<file path="config.mk">
export PLATFORM = sky130hd
export DESIGN_NAME = trap_ctrl_flat
export DESIGN_NICKNAME = d
export VERILOG_FILES = /design/src/rtl/csr_pkg.sv /design/src/rtl/trap_ctrl_if.sv /design/src/rtl/trap_seq_fsm.sv /design/src/rtl/trap_ctrl.sv /design/src/flat_wrapper.sv
export SDC_FILE = /design/constraint.sdc
export NUM_CORES = 1
export LEC_CHECK = 0
export ABC_AREA = 1
export ABC_CLOCK_PERIOD_IN_PS = 2000
export CAP_MARGIN = 10
export CORE_AREA = 2 2 113 115
export CTS_CLUSTER_SIZE = 25
export DETAILED_ROUTE_END_ITERATION = 12
export DIE_AREA = 0 0 115 117
export DONT_BUFFER_PORTS = 1
export GPL_TIMING_DRIVEN = 0
export SLEW_MARGIN = 15
export SYNTH_ARGS = -nofsm -noshare
export SYNTH_HDL_FRONTEND = slang
export SYNTH_SLANG_ARGS = --single-unit
</file>
<file path="constraint.sdc">
create_clock -name clk -period 2 [get_ports clk]
set_clock_uncertainty 0.15 [all_clocks]
set_input_delay 0.1 -clock clk [delete_from_list [all_inputs] [get_ports clk]]
set_output_delay 0.1 -clock clk [all_outputs]
set_load 0.05 [all_outputs]
</file>
<file path="src/rtl/csr_pkg.sv">
// Shared CSR definitions: machine-mode CSR addresses, mstatus bit positions,
// exception codes and the trap sequencer state encoding.
package csr_pkg;

    localparam logic [11:0] CSR_MSTATUS = 12'h300;
    localparam logic [11:0] CSR_MTVEC   = 12'h305;
    localparam logic [11:0] CSR_MEPC    = 12'h341;
    localparam logic [11:0] CSR_MCAUSE  = 12'h342;
    localparam logic [11:0] CSR_MTVAL   = 12'h343;

    localparam int MSTATUS_MIE    = 3;
    localparam int MSTATUS_MPIE   = 7;
    localparam int MSTATUS_MPP_LO = 11;
    localparam int MSTATUS_MPP_HI = 12;

    localparam logic [3:0] EXC_INSTR_MISALIGN = 4'd0;
    localparam logic [3:0] EXC_INSTR_FAULT    = 4'd1;
    localparam logic [3:0] EXC_ILLEGAL_INSTR  = 4'd2;
    localparam logic [3:0] EXC_BREAKPOINT     = 4'd3;
    localparam logic [3:0] EXC_LOAD_MISALIGN  = 4'd4;
    localparam logic [3:0] EXC_LOAD_FAULT     = 4'd5;
    localparam logic [3:0] EXC_STORE_MISALIGN = 4'd6;
    localparam logic [3:0] EXC_STORE_FAULT    = 4'd7;
    localparam logic [3:0] EXC_ECALL_M        = 4'd11;

    typedef enum logic [2:0] {
        IDLE,
        W_MEPC,
        W_MCAUSE,
        W_MTVAL,
        W_MSTATUS,
        TRAP_RET,
        MRET_RET
    } trap_state_t;

    // Trap entry: MPP <- M, MPIE <- MIE, MIE <- 0, everything else preserved.
    function automatic logic [31:0] mstatus_on_trap(input logic [31:0] cur);
        logic [31:0] res;
        res = cur;
        res[MSTATUS_MPP_HI:MSTATUS_MPP_LO] = 2'b11;
        res[MSTATUS_MPIE]                  = cur[MSTATUS_MIE];
        res[MSTATUS_MIE]                   = 1'b0;
        return res;
    endfunction

endpackage

</file>
<file path="src/rtl/trap_ctrl_if.sv">
// Connection between the trap controller and the CSR file: the single write
// port plus the mret strobe, and the CSR values the controller reads back.
interface trap_ctrl_if;
    logic [11:0] csr_wr_addr;
    logic [31:0] csr_data_in;
    logic        wr_csr_n;
    logic        is_mret;
    logic [31:0] mepc_in;
    logic [31:0] mtvec_in;
    logic [31:0] mstatus_in;

    modport master (
        output csr_wr_addr, csr_data_in, wr_csr_n, is_mret,
        input  mepc_in, mtvec_in, mstatus_in
    );

    modport slave (
        input  csr_wr_addr, csr_data_in, wr_csr_n, is_mret,
        output mepc_in, mtvec_in, mstatus_in
    );
endinterface

</file>
<file path="src/rtl/trap_seq_fsm.sv">
// Trap/MRET sequencer state machine with its capture registers.
// TRAP_MTVAL_EN: when defined, the sequence includes the W_MTVAL write state.
module trap_seq_fsm
    import csr_pkg::*;
(
    input  logic        clk,
    input  logic        rst_n,
    input  logic        exc_req,
    input  logic        mret_req,
    input  logic [3:0]  exc_cause,
    input  logic [31:0] exc_pc,
    input  logic [31:0] exc_tval,
    input  logic [31:0] mepc_in,
    output trap_state_t state,
    output logic [3:0]  cap_cause,
    output logic [31:0] cap_pc,
    output logic [31:0] cap_tval,
    output logic [31:0] cap_mepc
);

    trap_state_t state_reg, state_next;
    logic [3:0]  cause_reg, cause_next;
    logic [31:0] pc_reg, pc_next;
    logic [31:0] mepc_reg, mepc_next;

`ifdef TRAP_MTVAL_EN
    logic [31:0] tval_reg, tval_next;

    always_ff @(posedge clk or negedge rst_n) begin
        if (!rst_n) tval_reg <= '0;
        else        tval_reg <= tval_next;
    end

    always_comb begin
        tval_next = tval_reg;
        if (state_reg == IDLE && exc_req) tval_next = exc_tval;
    end

    assign cap_tval = tval_reg;
`else
    logic unused_tval;
    assign unused_tval = ^exc_tval;
    assign cap_tval    = '0;
`endif

    always_ff @(posedge clk or negedge rst_n) begin
        if (!rst_n) begin
            state_reg <= IDLE;
            cause_reg <= '0;
            pc_reg    <= '0;
            mepc_reg  <= '0;
        end else begin
            state_reg <= state_next;
            cause_reg <= cause_next;
            pc_reg    <= pc_next;
            mepc_reg  <= mepc_next;
        end
    end

    always_comb begin
        state_next = state_reg;
        cause_next = cause_reg;
        pc_next    = pc_reg;
        mepc_next  = mepc_reg;
        case (state_reg)
            IDLE: begin
                // Exceptions win over MRET; requests are only looked at here.
                if (exc_req) begin
                    state_next = W_MEPC;
                    cause_next = exc_cause;
                    pc_next    = exc_pc;
                end else if (mret_req) begin
                    state_next = MRET_RET;
                    mepc_next  = mepc_in;
                end
            end
            W_MEPC: state_next = W_MCAUSE;
`ifdef TRAP_MTVAL_EN
            W_MCAUSE: state_next = W_MTVAL;
`else
            W_MCAUSE: state_next = W_MSTATUS;
`endif
            W_MTVAL:   state_next = W_MSTATUS;
            W_MSTATUS: state_next = TRAP_RET;
            TRAP_RET:  state_next = IDLE;
            MRET_RET:  state_next = IDLE;
            default:   state_next = IDLE;
        endcase
    end

    assign state     = state_reg;
    assign cap_cause = cause_reg;
    assign cap_pc    = pc_reg;
    assign cap_mepc  = mepc_reg;

endmodule

</file>
<file path="src/rtl/trap_ctrl.sv">
// Trap-entry / MRET sequencer in front of the CSR file write port: muxes trap
// writes over pipeline writes and decodes stall/flush/redirect. Macro: TRAP_MTVAL_EN.
module trap_ctrl
    import csr_pkg::*;
(
    input  logic               clk,
    input  logic               rst_n,
    input  logic               exc_req,
    input  logic [3:0]         exc_cause,
    input  logic [31:0]        exc_pc,
    input  logic [31:0]        exc_tval,
    input  logic               mret_req,
    input  logic [11:0]        pipe_csr_wr_addr,
    input  logic [31:0]        pipe_csr_data,
    input  logic               pipe_wr_csr_n,
    trap_ctrl_if.master        csr,
    output logic               stall,
    output logic               flush,
    output logic               redirect,
    output logic [31:0]        redirect_pc
);

    trap_state_t state;
    logic [3:0]  cap_cause;
    logic [31:0] cap_pc;
    logic [31:0] cap_tval;
    logic [31:0] cap_mepc;

    trap_seq_fsm u_fsm (
        .clk       (clk),
        .rst_n     (rst_n),
        .exc_req   (exc_req),
        .mret_req  (mret_req),
        .exc_cause (exc_cause),
        .exc_pc    (exc_pc),
        .exc_tval  (exc_tval),
        .mepc_in   (csr.mepc_in),
        .state     (state),
        .cap_cause (cap_cause),
        .cap_pc    (cap_pc),
        .cap_tval  (cap_tval),
        .cap_mepc  (cap_mepc)
    );

    always_comb begin
        csr.csr_wr_addr = pipe_csr_wr_addr;
        csr.csr_data_in = pipe_csr_data;
        csr.wr_csr_n    = 1'b1;
        csr.is_mret     = 1'b0;
        stall           = 1'b0;
        flush           = 1'b0;
        redirect        = 1'b0;
        redirect_pc     = '0;
        case (state)
            // A faulting or returning instruction must not commit its own write.
            IDLE: csr.wr_csr_n = pipe_wr_csr_n | exc_req | mret_req;
            W_MEPC: begin
                csr.wr_csr_n    = 1'b0;
                csr.csr_wr_addr = CSR_MEPC;
                csr.csr_data_in = cap_pc & ~32'd3;
                stall           = 1'b1;
            end
            W_MCAUSE: begin
                csr.wr_csr_n    = 1'b0;
                csr.csr_wr_addr = CSR_MCAUSE;
                csr.csr_data_in = {28'b0, cap_cause};
                stall           = 1'b1;
            end
            W_MTVAL: begin
                csr.wr_csr_n    = 1'b0;
                csr.csr_wr_addr = CSR_MTVAL;
                csr.csr_data_in = cap_tval;
                stall           = 1'b1;
            end
            W_MSTATUS: begin
                csr.wr_csr_n    = 1'b0;
                csr.csr_wr_addr = CSR_MSTATUS;
                csr.csr_data_in = mstatus_on_trap(csr.mstatus_in);
                stall           = 1'b1;
            end
            TRAP_RET: begin
                redirect    = 1'b1;
                flush       = 1'b1;
                redirect_pc = csr.mtvec_in & ~32'd3;
            end
            MRET_RET: begin
                csr.is_mret = 1'b1;
                redirect    = 1'b1;
                flush       = 1'b1;
                redirect_pc = cap_mepc;
            end
            default: ;
        endcase
    end

endmodule

</file>
<file path="src/flat_wrapper.sv">
// flat-port wrapper written by rule: the top's interface ports become plain ports
module trap_ctrl_flat import csr_pkg::*;
  (clk, rst_n, exc_req, exc_cause, exc_pc, exc_tval, mret_req, pipe_csr_wr_addr, pipe_csr_data, pipe_wr_csr_n, stall, flush, redirect, redirect_pc, csr_csr_wr_addr, csr_csr_data_in, csr_wr_csr_n, csr_is_mret, csr_mepc_in, csr_mtvec_in, csr_mstatus_in);
  trap_ctrl_if csr_i ();
  input  logic clk;
  input  logic rst_n;
  input  logic exc_req;
  input  logic [3:0] exc_cause;
  input  logic [31:0] exc_pc;
  input  logic [31:0] exc_tval;
  input  logic mret_req;
  input  logic [11:0] pipe_csr_wr_addr;
  input  logic [31:0] pipe_csr_data;
  input  logic pipe_wr_csr_n;
  output logic stall;
  output logic flush;
  output logic redirect;
  output logic [31:0] redirect_pc;
  output wire logic [$bits(csr_i.csr_wr_addr)-1:0] csr_csr_wr_addr;
  output wire logic [$bits(csr_i.csr_data_in)-1:0] csr_csr_data_in;
  output wire logic [$bits(csr_i.wr_csr_n)-1:0] csr_wr_csr_n;
  output wire logic [$bits(csr_i.is_mret)-1:0] csr_is_mret;
  input wire logic [$bits(csr_i.mepc_in)-1:0] csr_mepc_in;
  input wire logic [$bits(csr_i.mtvec_in)-1:0] csr_mtvec_in;
  input wire logic [$bits(csr_i.mstatus_in)-1:0] csr_mstatus_in;
  assign csr_csr_wr_addr = csr_i.csr_wr_addr;
  assign csr_csr_data_in = csr_i.csr_data_in;
  assign csr_wr_csr_n = csr_i.wr_csr_n;
  assign csr_is_mret = csr_i.is_mret;
  assign csr_i.mepc_in = csr_mepc_in;
  assign csr_i.mtvec_in = csr_mtvec_in;
  assign csr_i.mstatus_in = csr_mstatus_in;
  trap_ctrl u_core (.clk(clk), .rst_n(rst_n), .exc_req(exc_req), .exc_cause(exc_cause), .exc_pc(exc_pc), .exc_tval(exc_tval), .mret_req(mret_req), .pipe_csr_wr_addr(pipe_csr_wr_addr), .pipe_csr_data(pipe_csr_data), .pipe_wr_csr_n(pipe_wr_csr_n), .csr(csr_i), .stall(stall), .flush(flush), .redirect(redirect), .redirect_pc(redirect_pc));
endmodule
</file>
==> results of run 1 <==
## power by group
| group | switching, mW | internal, mW | total (mW) |
|---|---|---|---|
| registers | 0.402 | 2.05 | 2.45 |
| clock network | 0.588 | 0.951 | 1.54 |
| logic | 5.90 | 2.22 | 8.12 |
| total | 6.89 | 5.22 | 12.1 |
## through the flow
stage	std cells	hold slack, ns	TNS, ns
final	836	0.0166	-0.535
after global routing	836	0.0583	-4.33
after CTS	831	0.0223	-2.75
after detailed placement	736	-0.344	-9.09
after global placement	736	-0.343	-18.25
after floorplan	586	-0.346	-6.23
## timing repair
item                                    CTS  global route
gates resized for setup                 198            37
cloned                                    1             2
hold buffers                             68             0
buffers inserted                         12             3
endpoints found under the setup margin   79            77
hold endpoints to repair                135             0
pin swaps                                21            20
## worst max-delay path, delay by kind of cell (launching register included)
family	cells	cell delay [ns]
AOI/OAI and AO/OA	1	0.10
buffers and inverters	2	0.27
DFF	1	0.47
and+or+nand+nor	2	0.62
## metal layers
metal	track usage, %	part of all wire (%)	wire length (um)	vias to the layer above
li1	-	-	-	2052
met1	24.9	38	6000	2101
met2	42.4	53	8370	256
met3	5.72	7.9	1270	25
met4	7.39	1.9	310	0
met5	0	0	0	-
## synthesized netlist by cell type
cell                         n
sky130_fd_sc_hd__buf_2      19
sky130_fd_sc_hd__buf_4       9
sky130_fd_sc_hd__buf_6       3
sky130_fd_sc_hd__clkbuf_1   10
sky130_fd_sc_hd__dfrtp_1    69
sky130_fd_sc_hd__inv_1      48
sky130_fd_sc_hd__inv_2       2
sky130_fd_sc_hd__inv_4       1
sky130_fd_sc_hd__nand2_1   233
sky130_fd_sc_hd__nand2_2     3
sky130_fd_sc_hd__nand2_4     1
sky130_fd_sc_hd__nand3_1   130
sky130_fd_sc_hd__nand3b_1    2
sky130_fd_sc_hd__nand4_1     3
sky130_fd_sc_hd__nor2_1     13
sky130_fd_sc_hd__nor2_4      2
sky130_fd_sc_hd__nor2_8      1
sky130_fd_sc_hd__o21a_1      1
sky130_fd_sc_hd__o21ai_0    33
sky130_fd_sc_hd__o21ai_4     1
sky130_fd_sc_hd__or2_1       1
sky130_fd_sc_hd__or2_2       1
## cell type report
class	instances	area, um2	area share, %
buffer	41	368	5.65
multi-input combinational	425	2830	43.4
clock buffer	10	229	3.51
inverter	51	209	3.21
clock inverter	4	51.3	0.787
sequential	69	1730	26.5
tap	150	188	2.88
timing repair buffer	86	916	14.1
## cell families after synthesis
kind of cell,after synthesis,synth area share [%]
AND/OR/NAND/NOR,390,41.9
buffers and inverters,92,10.6
flip-flops,69,42.8
AO/OA/AOI/OAI,35,4.68
## final timing paths
path / startpoint / endpoint / slack (ns) / depth (start not counted)
worst max-delay path: u_core.u_fsm.state[2]$_DFFE_PN0P_ / csr_csr_data_in[2] / -0.05 / 5
worst min-delay path: exc_req / u_core.u_fsm.cap_mepc[0]$_DFFE_PN0P_ / 0.02 / 4
worst max register to register: u_core.u_fsm.state[1]$_DFFE_PN0P_ / u_core.u_fsm.cap_cause[1]$_DFFE_PN0P_ / 0.23 / 9
worst min register to register: u_core.u_fsm.cap_pc[14]$_DFFE_PN0P_ / u_core.u_fsm.cap_pc[14]$_DFFE_PN0P_ / 0.32 / 2
max in group asynchronous: rst_n / u_core.u_fsm.state[2]$_DFFE_PN0P_ / 1.23 / 2
min in group asynchronous: rst_n / u_core.u_fsm.cap_mepc[6]$_DFFE_PN0P_ / 0.16 / 2
==> impl_metrics.tcl, run 1 <==
set metrics [dict create \
    leakagePower_nw 3.17 \
    final_cell_mix "sky130_fd_sc_hd__nand2_1, sky130_fd_sc_hd__nand3_1, sky130_fd_sc_hd__dfrtp_1" \
    capturing_element_type_of_the_critical_path "output port" \
    half_perimeter_wire_length_of_the_detailed_placement_result_um 10400 \
    first_iter_violations 368 \
    critPathMaxFanout 6 \
    smallest_setup_slack_after_layout_ns -0.0491 \
    violations "negative setup slack" \
    placement.setup.worst_slack_ns -0.389 \
    clockBufferDepth 2 \
    antenna_found_initial 0 \
    outcome "complete, but fails checks" \
    grt-ovfl-total 0 \
    nFillCells 1071 \
    synth.top_cell.area_share_pct 42.8 \
    vdd_drop_max_mv 0.725 \
    layout_min_cycle_time_ns 2.05 \
    fp-row-count 41 \
    setup_repair_after_global_routing_missed_its_margin "yes" \
    critPathKind "reg2out" \
    cts.root.buffer_cell "sky130_fd_sc_hd__clkbuf_16" \
    mostFrequentLayoutCell "sky130_fd_sc_hd__nand2_1" \
    first_global_vias 4472 \
    io_pins 294 \
    ys_seq_area_share_pct 42.8 \
    initial_utilization_pct 32.8 \
    grt.total_usage_pct 22.6 \
    mean_syn_cell_area_um2 6.89 \
    die_x_um 115 \
    synth_cells 586 \
    fp.dieArea_um2 13500 \
    setup_violations 33 \
    clock_sink_count 69 \
    end_of_flow_core_utilization_pct 52.9 \
    yosys_warns 0 \
    largest_register_ffs 32 \
    postSynthNetCount 799 \
    timing.final.hold_violations 0 \
    synth-seq-cells 69 \
    vias 4434 \
    die_h_um 117 \
    flow.area_growth_from_synthesis_pct 61.4 \
    yosysTopAreaCell "sky130_fd_sc_hd__dfrtp_1" \
    vias_per_cell 5.30 \
    critical_path.startpoint_type "flip-flop" \
    area_post_placement_um2 4220 \
    finalWirelength_um 15900 \
    crit_chain "inv_4 -> o21ai_4 -> buf_6 -> nand3_2 -> nand4_1" \
    worst_path_largest_cell_delay_ns 0.56 \
    hp_class "in2reg" \
    cts_tree "done" \
    power_density_over_the_cells_nw_per_um2 1860 \
    finalInstanceArea_um2 6520 \
    drt_first_pass_iters 5 \
    synth_area_leaders "sky130_fd_sc_hd__dfrtp_1, sky130_fd_sc_hd__nand2_1, sky130_fd_sc_hd__nand3_1" \
    post_drt_wl_per_cell_um 19.1 \
    power.total_mw 12.1 \
    worstPathRequired_ns 1.75 \
    cts.reportedPaths.clkPinSlew_ns 0.05 \
    worstSkewPairLatency_ns 0.32 \
    crit_path_max_delay_cell_type "sky130_fd_sc_hd__nand4_1" \
    synth_cell_type_count 22 \
    timing.final.crit_share_pct 102 \
    ant_cells 0 \
    post_synthesis_cell_area_um2 4040 \
    detail_route.drc_violations 0 \
    grt_start_max_net_pins 70 \
    drv.max_cap_violation_count 0 \
    drtAntennaViolNets 0 \
    port_bufs 0 \
    post_route_cells_drive_above_1_share_pct 27.7 \
    slew_headroom_pct 51.3 \
    finish.net_count 896 \
    cts_made_buffers 9 \
    cts_max_level 3 \
    data_arrival_time_of_the_critical_path_ns 1.80 \
    timing.fmax_ghz 0.488 \
    slew_worst_pin_ns 0.729 \
    final_report_max_slew_violation_count 0 \
    first_pass_grt_wire_length_um 23000 \
    globalplace.congestion 0.836 \
    coreArea_um2 12300 \
]
(Power assumes the default switching activity.)
==> run 2: changes to the inputs <==
==> constraint.sdc (replaced) <==
create_clock -name clk -period 2 [get_ports clk]
set_clock_uncertainty 0.15 [all_clocks]
set_input_delay 0.4 -clock clk [delete_from_list [all_inputs] [get_ports clk]]
set_output_delay 0.4 -clock clk [all_outputs]
set_load 0.05 [all_outputs]
==> impl_metrics.tcl, run 2 (synthesis results as in run 1) <==
set metrics [dict create \
    flow.area_growth_from_synthesis_pct 68.6 \
    drv.max_cap_violation_count 0 \
    vias_per_cell 5.41 \
    critPathKind "reg2out" \
    grt-ovfl-total 0 \
    vias 4272 \
    io_pins 294 \
    cts_tree "done" \
    worstPathRequired_ns 1.45 \
    critPathLaunch "u_core.u_fsm.state[1]$_DFFE_PN0P_" \
    initial_utilization_pct 32.8 \
    worst_path_largest_cell_delay_ns 0.53 \
    final_report_max_slew_violation_count 0 \
    slew_headroom_pct 53.8 \
    timing.final.crit_share_pct 117 \
    crit_chain "buf_8 -> nor2_8 -> nand2_4 -> buf_12 -> nand3_2 -> nand4_1" \
    cts.reportedPaths.clkPinSlew_ns 0.05 \
    post_route_cells_drive_above_1_share_pct 40.8 \
    finalWirelength_um 16400 \
    timing.final.hold_violations 69 \
    setup_violations 78 \
    rr_worst_depth 9 \
    placement.setup.worst_slack_ns -0.735 \
    violations "negative hold slack, negative setup slack" \
    seq_power_share_pct 18.1 \
    end_of_flow_core_utilization_pct 55.3 \
    worst_reg_to_reg_setup_slack_ns 0.26 \
    critical_path.startpoint_type "flip-flop" \
    comb_power_share_pct 70.7 \
    capturing_element_type_of_the_critical_path "output port" \
    cp-endpoint "csr_csr_data_in[2]" \
    worst_r2r_startpoint "u_core.u_fsm.state[1]$_DFFE_PN0P_" \
    fp-row-count 41 \
    die_x_um 115 \
    worstReg2RegEnd "u_core.u_fsm.cap_pc[29]$_DFFE_PN0P_" \
    die_h_um 117 \
    detail_route.drc_violations 0 \
    ant_cells 0 \
    leakagePower_nw 3.36 \
    port_bufs 0 \
    finish.net_count 849 \
    post_drt_wl_per_cell_um 20.8 \
    globalplace.congestion 0.829 \
    cts.root.buffer_cell "sky130_fd_sc_hd__clkbuf_16" \
    vdd_drop_max_mv 1.05 \
    cts_max_level 3 \
    net-switching-power_mw 7.59 \
    half_perimeter_wire_length_of_the_detailed_placement_result_um 10600 \
    worstSkewPairLatency_ns 0.32 \
    first_global_vias 4301 \
    outcome "complete, but fails checks" \
    internal_power_mw 6.22 \
    cts_made_buffers 9 \
    drt_first_pass_iters 5 \
    crit_path_max_delay_cell_type "sky130_fd_sc_hd__nand4_1" \
    totalNegativeSetupSlack_ns -19.42 \
    final_cell_mix "sky130_fd_sc_hd__nand2_1, sky130_fd_sc_hd__dfrtp_1, sky130_fd_sc_hd__nand3_1" \
    smallest_setup_slack_after_layout_ns -0.336 \
    coreArea_um2 12300 \
    power_density_over_the_cells_nw_per_um2 2030 \
    sw_frac_of_total_pct 55.0 \
    setup_repair_after_global_routing_missed_its_margin "yes" \
    layout_min_cycle_time_ns 2.34 \
    mostFrequentLayoutCell "sky130_fd_sc_hd__nand2_1" \
    first_pass_grt_wire_length_um 23100 \
    grt_start_max_net_pins 70 \
    grt.total_usage_pct 22.8 \
    finalInstanceArea_um2 6800 \
    critPathMaxFanout 6 \
    data_arrival_time_of_the_critical_path_ns 1.79 \
    finalHoldWorstSlack_ns -0.381 \
    clock_sink_count 69 \
    area_post_placement_um2 4440 \
    largest_register_ffs 32 \
    drtAntennaViolNets 0 \
    timing.fmax_ghz 0.428 \
    fp.dieArea_um2 13500 \
    first_iter_violations 206 \
    slew_worst_pin_ns 0.691 \
    power.share.clock_pct 11.2 \
    clockBufferDepth 2 \
    antenna_found_initial 0 \
    hp_class "in2async" \
]
-- run 2: worst min-delay path by stage --
stage                      from                                     to  slack (ns)  cells after the start
after floorplan           rst_n  u_core.u_fsm.cap_cause[0]$_DFFE_PN0P_       -0.05                      0
final                     rst_n  u_core.u_fsm.cap_mepc[17]$_DFFE_PN0P_       -0.38                      0
after global routing      rst_n  u_core.u_fsm.cap_mepc[15]$_DFFE_PN0P_       -0.40                      0
after detailed placement  rst_n  u_core.u_fsm.cap_mepc[13]$_DFFE_PN0P_       -0.04                      0
after global placement    rst_n  u_core.u_fsm.cap_mepc[16]$_DFFE_PN0P_       -0.04                      0
after CTS                 rst_n     u_core.u_fsm.cap_pc[7]$_DFFE_PN0P_       -0.40                      0
-- run 2: worst max-delay path, delay by kind of cell (launching register included) --
| family | cells | cell delay, ns |
|---|---|---|
| AND/OR/NAND/NOR | 4 | 0.76 |
| flip-flops | 1 | 0.39 |
| buffers and inverters | 2 | 0.30 |
-- run 2: metal layers --
metal	global-route usage [%]	vias to the layer above	part of all wire, %
met5	0	-	0
met4	7.31	0	2.1
met3	5.30	28	7.5
met2	42.4	230	54
met1	25.9	2045	37
li1	-	1969	-
-- run 2: stage by stage --
step,cells,power (mW),hold slack (ns)
2_1_floorplan,586,7.78,-0.0456
3_3_place_gp,736,8.62,-0.0431
3_5_place_dp,736,8.73,-0.0437
4_1_cts,779,13.2,-0.398
5_1_grt,789,14.5,-0.396
6_report,789,13.8,-0.381
-- run 2: power groups by stage --
stage                     combinational, mW  sequential, mW  clock, mW
final                                  9.76            2.50       1.55
after global routing                   10.3            2.56       1.65
after CTS                              9.18            2.48       1.59
after detailed placement               6.32            2.41          0
after global placement                 6.22            2.39          0
after floorplan                        5.47            2.31          0
-- run 2: layout make-up --
cell class                      count  area, um2
Buffer                             40        445
Clock buffer                       12        246
Clock inverter                      2       35.0
Fill cell                        1034       5510
Inverter                           51        221
Multi-Input combinational cell    425       3390
Sequential cell                    69       1730
Tap cell                          150        188
Timing Repair Buffer               40        548
-- run 2: what timing repair did --
action,CTS,global route
gates cloned,5,4
pin swaps,36,25
buffers inserted,24,8
endpoints found under the hold margin,69,69
gates resized for setup,297,44
setup endpoints to repair,81,81
==> run 3: changes to the inputs <==
CORE_AREA = not set   (was 2 2 113 115)
CORE_ASPECT_RATIO = 0.75   (was not set)
CORE_UTILIZATION = 38   (was not set)
DIE_AREA = not set   (was 0 0 115 117)
GPL_TIMING_DRIVEN = not set   (was 0)
SYNTH_HIERARCHICAL = 1   (was not set)
==> impl_metrics.tcl, run 3 <==
set metrics [dict create \
    outcome "complete, but fails checks" \
    violations "negative hold slack, negative setup slack" \
    timing.fmax_ghz 0.438 \
    grt-ovfl-total 0 \
    port_bufs 0 \
    critical_path.startpoint_type "flip-flop" \
    final_report_max_slew_violation_count 0 \
    antenna_found_initial 0 \
    nFillCells 1049 \
    globalplace.congestion 0.771 \
    detail_route.drc_violations 0 \
    crit_chain "nor2_4 -> buf_6 -> buf_12 -> nand3_4 -> nand2_2 -> nor2_1 -> nand2_1 -> buf_12" \
    initial_utilization_pct 39.7 \
    synth_cells 758 \
    first_global_vias 5098 \
    ant_cells 0 \
    timing.final.hold_violations 69 \
    worst_reg_to_reg_setup_slack_ns 0.18 \
    finalHoldWorstSlack_ns -0.385 \
    mean_syn_cell_area_um2 6.54 \
    end_of_flow_core_utilization_pct 63.0 \
    clockBufferDepth 2 \
    worstSkewPairLatency_ns 0.33 \
    die_x_um 134 \
    capturing_element_type_of_the_critical_path "output port" \
    count_of_non_filler_cells_in_the_finished_layout 987 \
    grt.total_usage_pct 25.6 \
    clock_sink_count 69 \
    fp-row-count 35 \
    flow.area_growth_from_synthesis_pct 58.7 \
    finalWirelength_um 18100 \
    area_post_placement_um2 6280 \
    critPathKind "reg2out" \
    io_pins 294 \
    finalInstanceArea_um2 7870 \
    total_area_of_multi_input_combinational_cells_um2 3680 \
    cp-endpoint "csr_csr_data_in[31]" \
    drt_first_pass_iters 5 \
    finish.net_count 1029 \
    crit_path_max_delay_cell_type "sky130_fd_sc_hd__dfrtp_2" \
    sw_frac_of_total_pct 54.3 \
    power.share.clock_pct 11.6 \
    drtAntennaViolNets 0 \
    final_cell_mix "sky130_fd_sc_hd__nand2_1, sky130_fd_sc_hd__inv_1, sky130_fd_sc_hd__dfrtp_1" \
    net-switching-power_mw 8.70 \
    layout_min_cycle_time_ns 2.28 \
    drv.max_cap_violation_count 0 \
    setup_violations 80 \
    die_h_um 101 \
    cts_tree "done" \
    leakagePower_nw 3.93 \
    vias 5257 \
    critPathLaunch "u_core/u_fsm/state[1]$_DFFE_PN0P_" \
    largest_register_ffs 32 \
    cts_max_level 3 \
    half_perimeter_wire_length_of_the_detailed_placement_result_um 11100 \
    rr_worst_depth 6 \
    coreArea_um2 12500 \
    setup_repair_after_global_routing_missed_its_margin "yes" \
    vias_per_cell 5.33 \
    power_density_over_the_cells_nw_per_um2 2040 \
    seq_power_share_pct 15.9 \
    internal_power_mw 7.34 \
    grt_start_max_net_pins 70 \
    cts.root.buffer_cell "sky130_fd_sc_hd__clkbuf_16" \
    hp_class "in2async" \
    placed_cells 947 \
    cts_made_buffers 9 \
    critPathMaxFanout 8 \
    worst_r2r_startpoint "u_core/u_fsm/state[1]$_DFFE_PN0P_" \
    mostFrequentLayoutCell "sky130_fd_sc_hd__nand2_1" \
    comb_power_share_pct 72.5 \
    timing.final.crit_share_pct 114 \
    first_pass_grt_wire_length_um 26800 \
    yosys_warns 6 \
    worstReg2RegEnd "u_core/u_fsm/cap_mepc[7]$_DFFE_PN0P_" \
    post_synthesis_cell_area_um2 4960 \
    vdd_drop_max_mv 1.25 \
    fp.dieArea_um2 13500 \
    post_drt_wl_per_cell_um 18.3 \
    worstPathRequired_ns 1.45 \
    post_route_cells_drive_above_1_share_pct 39.6 \
    smallest_setup_slack_after_layout_ns -0.282 \
    path_common_cell "sky130_fd_sc_hd__buf_12" \
    worst_path_largest_cell_delay_ns 0.47 \
    first_iter_violations 319 \
    register_area_um2 1730 \
    cts.reportedPaths.clkPinSlew_ns 0.06 \
    data_arrival_time_of_the_critical_path_ns 1.73 \
]
run 3: layout make-up:
class / count / area share, %
timing repair buffer: 103 / 20.0
clock buffer: 10 / 3.04
multi-input combinational: 553 / 46.8
inverter: 80 / 4.07
sequential: 69 / 22.0
clock inverter: 6 / 1.40
tap: 166 / 2.64
run 3: timing repair:
item,CTS,global route
cloned,6,4
setup endpoints to repair,81,81
setup buffers,12,7
hold endpoints to repair,69,69
resized for setup,140,104
pin swaps,20,30
run 3: critical path: cells and delay by family (launching register included):
family                 cells  cell delay (ns)
AND/OR/NAND/NOR            5             0.45
flip-flops                 1             0.47
buffers and inverters      3             0.47
run 3: power by group through the flow:
stage | logic [mW] | registers [mW] | clock network, mW
6_report | 11.6 | 2.55 | 1.86
5_1_grt | 12.2 | 2.63 | 1.96
4_1_cts | 11.2 | 2.45 | 1.90
3_5_place_dp | 8.88 | 2.47 | 0
3_3_place_gp | 8.70 | 2.44 | 0
2_1_floorplan | 6.79 | 2.35 | 0
run 3: through the flow:
stage	power (mW)	TNS (ns)	worst slack, ns
2_1_floorplan	9.14	-3.48	-0.193
3_3_place_gp	11.1	-0.0135	-0.0135
3_5_place_dp	11.4	-0.00707	-0.00707
4_1_cts	15.5	-17.54	-0.276
5_1_grt	16.8	-21.13	-0.328
6_report	16.0	-15.76	-0.282
run 3: worst min path at each step:
stage,to,slack (ns),cells after the start
finish,u_core/u_fsm/cap_mepc[13]$_DFFE_PN0P_,-0.39,0
global route,u_core/u_fsm/cap_mepc[13]$_DFFE_PN0P_,-0.40,0
CTS,u_core/u_fsm/cap_mepc[13]$_DFFE_PN0P_,-0.40,0
detailed placement,u_core/u_fsm/cap_mepc[13]$_DFFE_PN0P_,-0.04,0
global placement,u_core/u_fsm/cap_mepc[13]$_DFFE_PN0P_,-0.04,0
floorplan,u_core/u_fsm/cap_cause[0]$_DFFE_PN0P_,-0.05,0
run 3: layer usage:
| layer | routed length (um) | GRT usage (%) | vias to the layer above |
|---|---|---|---|
| met3 | 1290 | 5.78 | 23 |
| met1 | 7500 | 33.2 | 2548 |
| li1 | - | - | 2457 |
| met5 | 0 | 0 | - |
| met2 | 9060 | 42.9 | 229 |
| met4 | 216 | 7.17 | 0 |
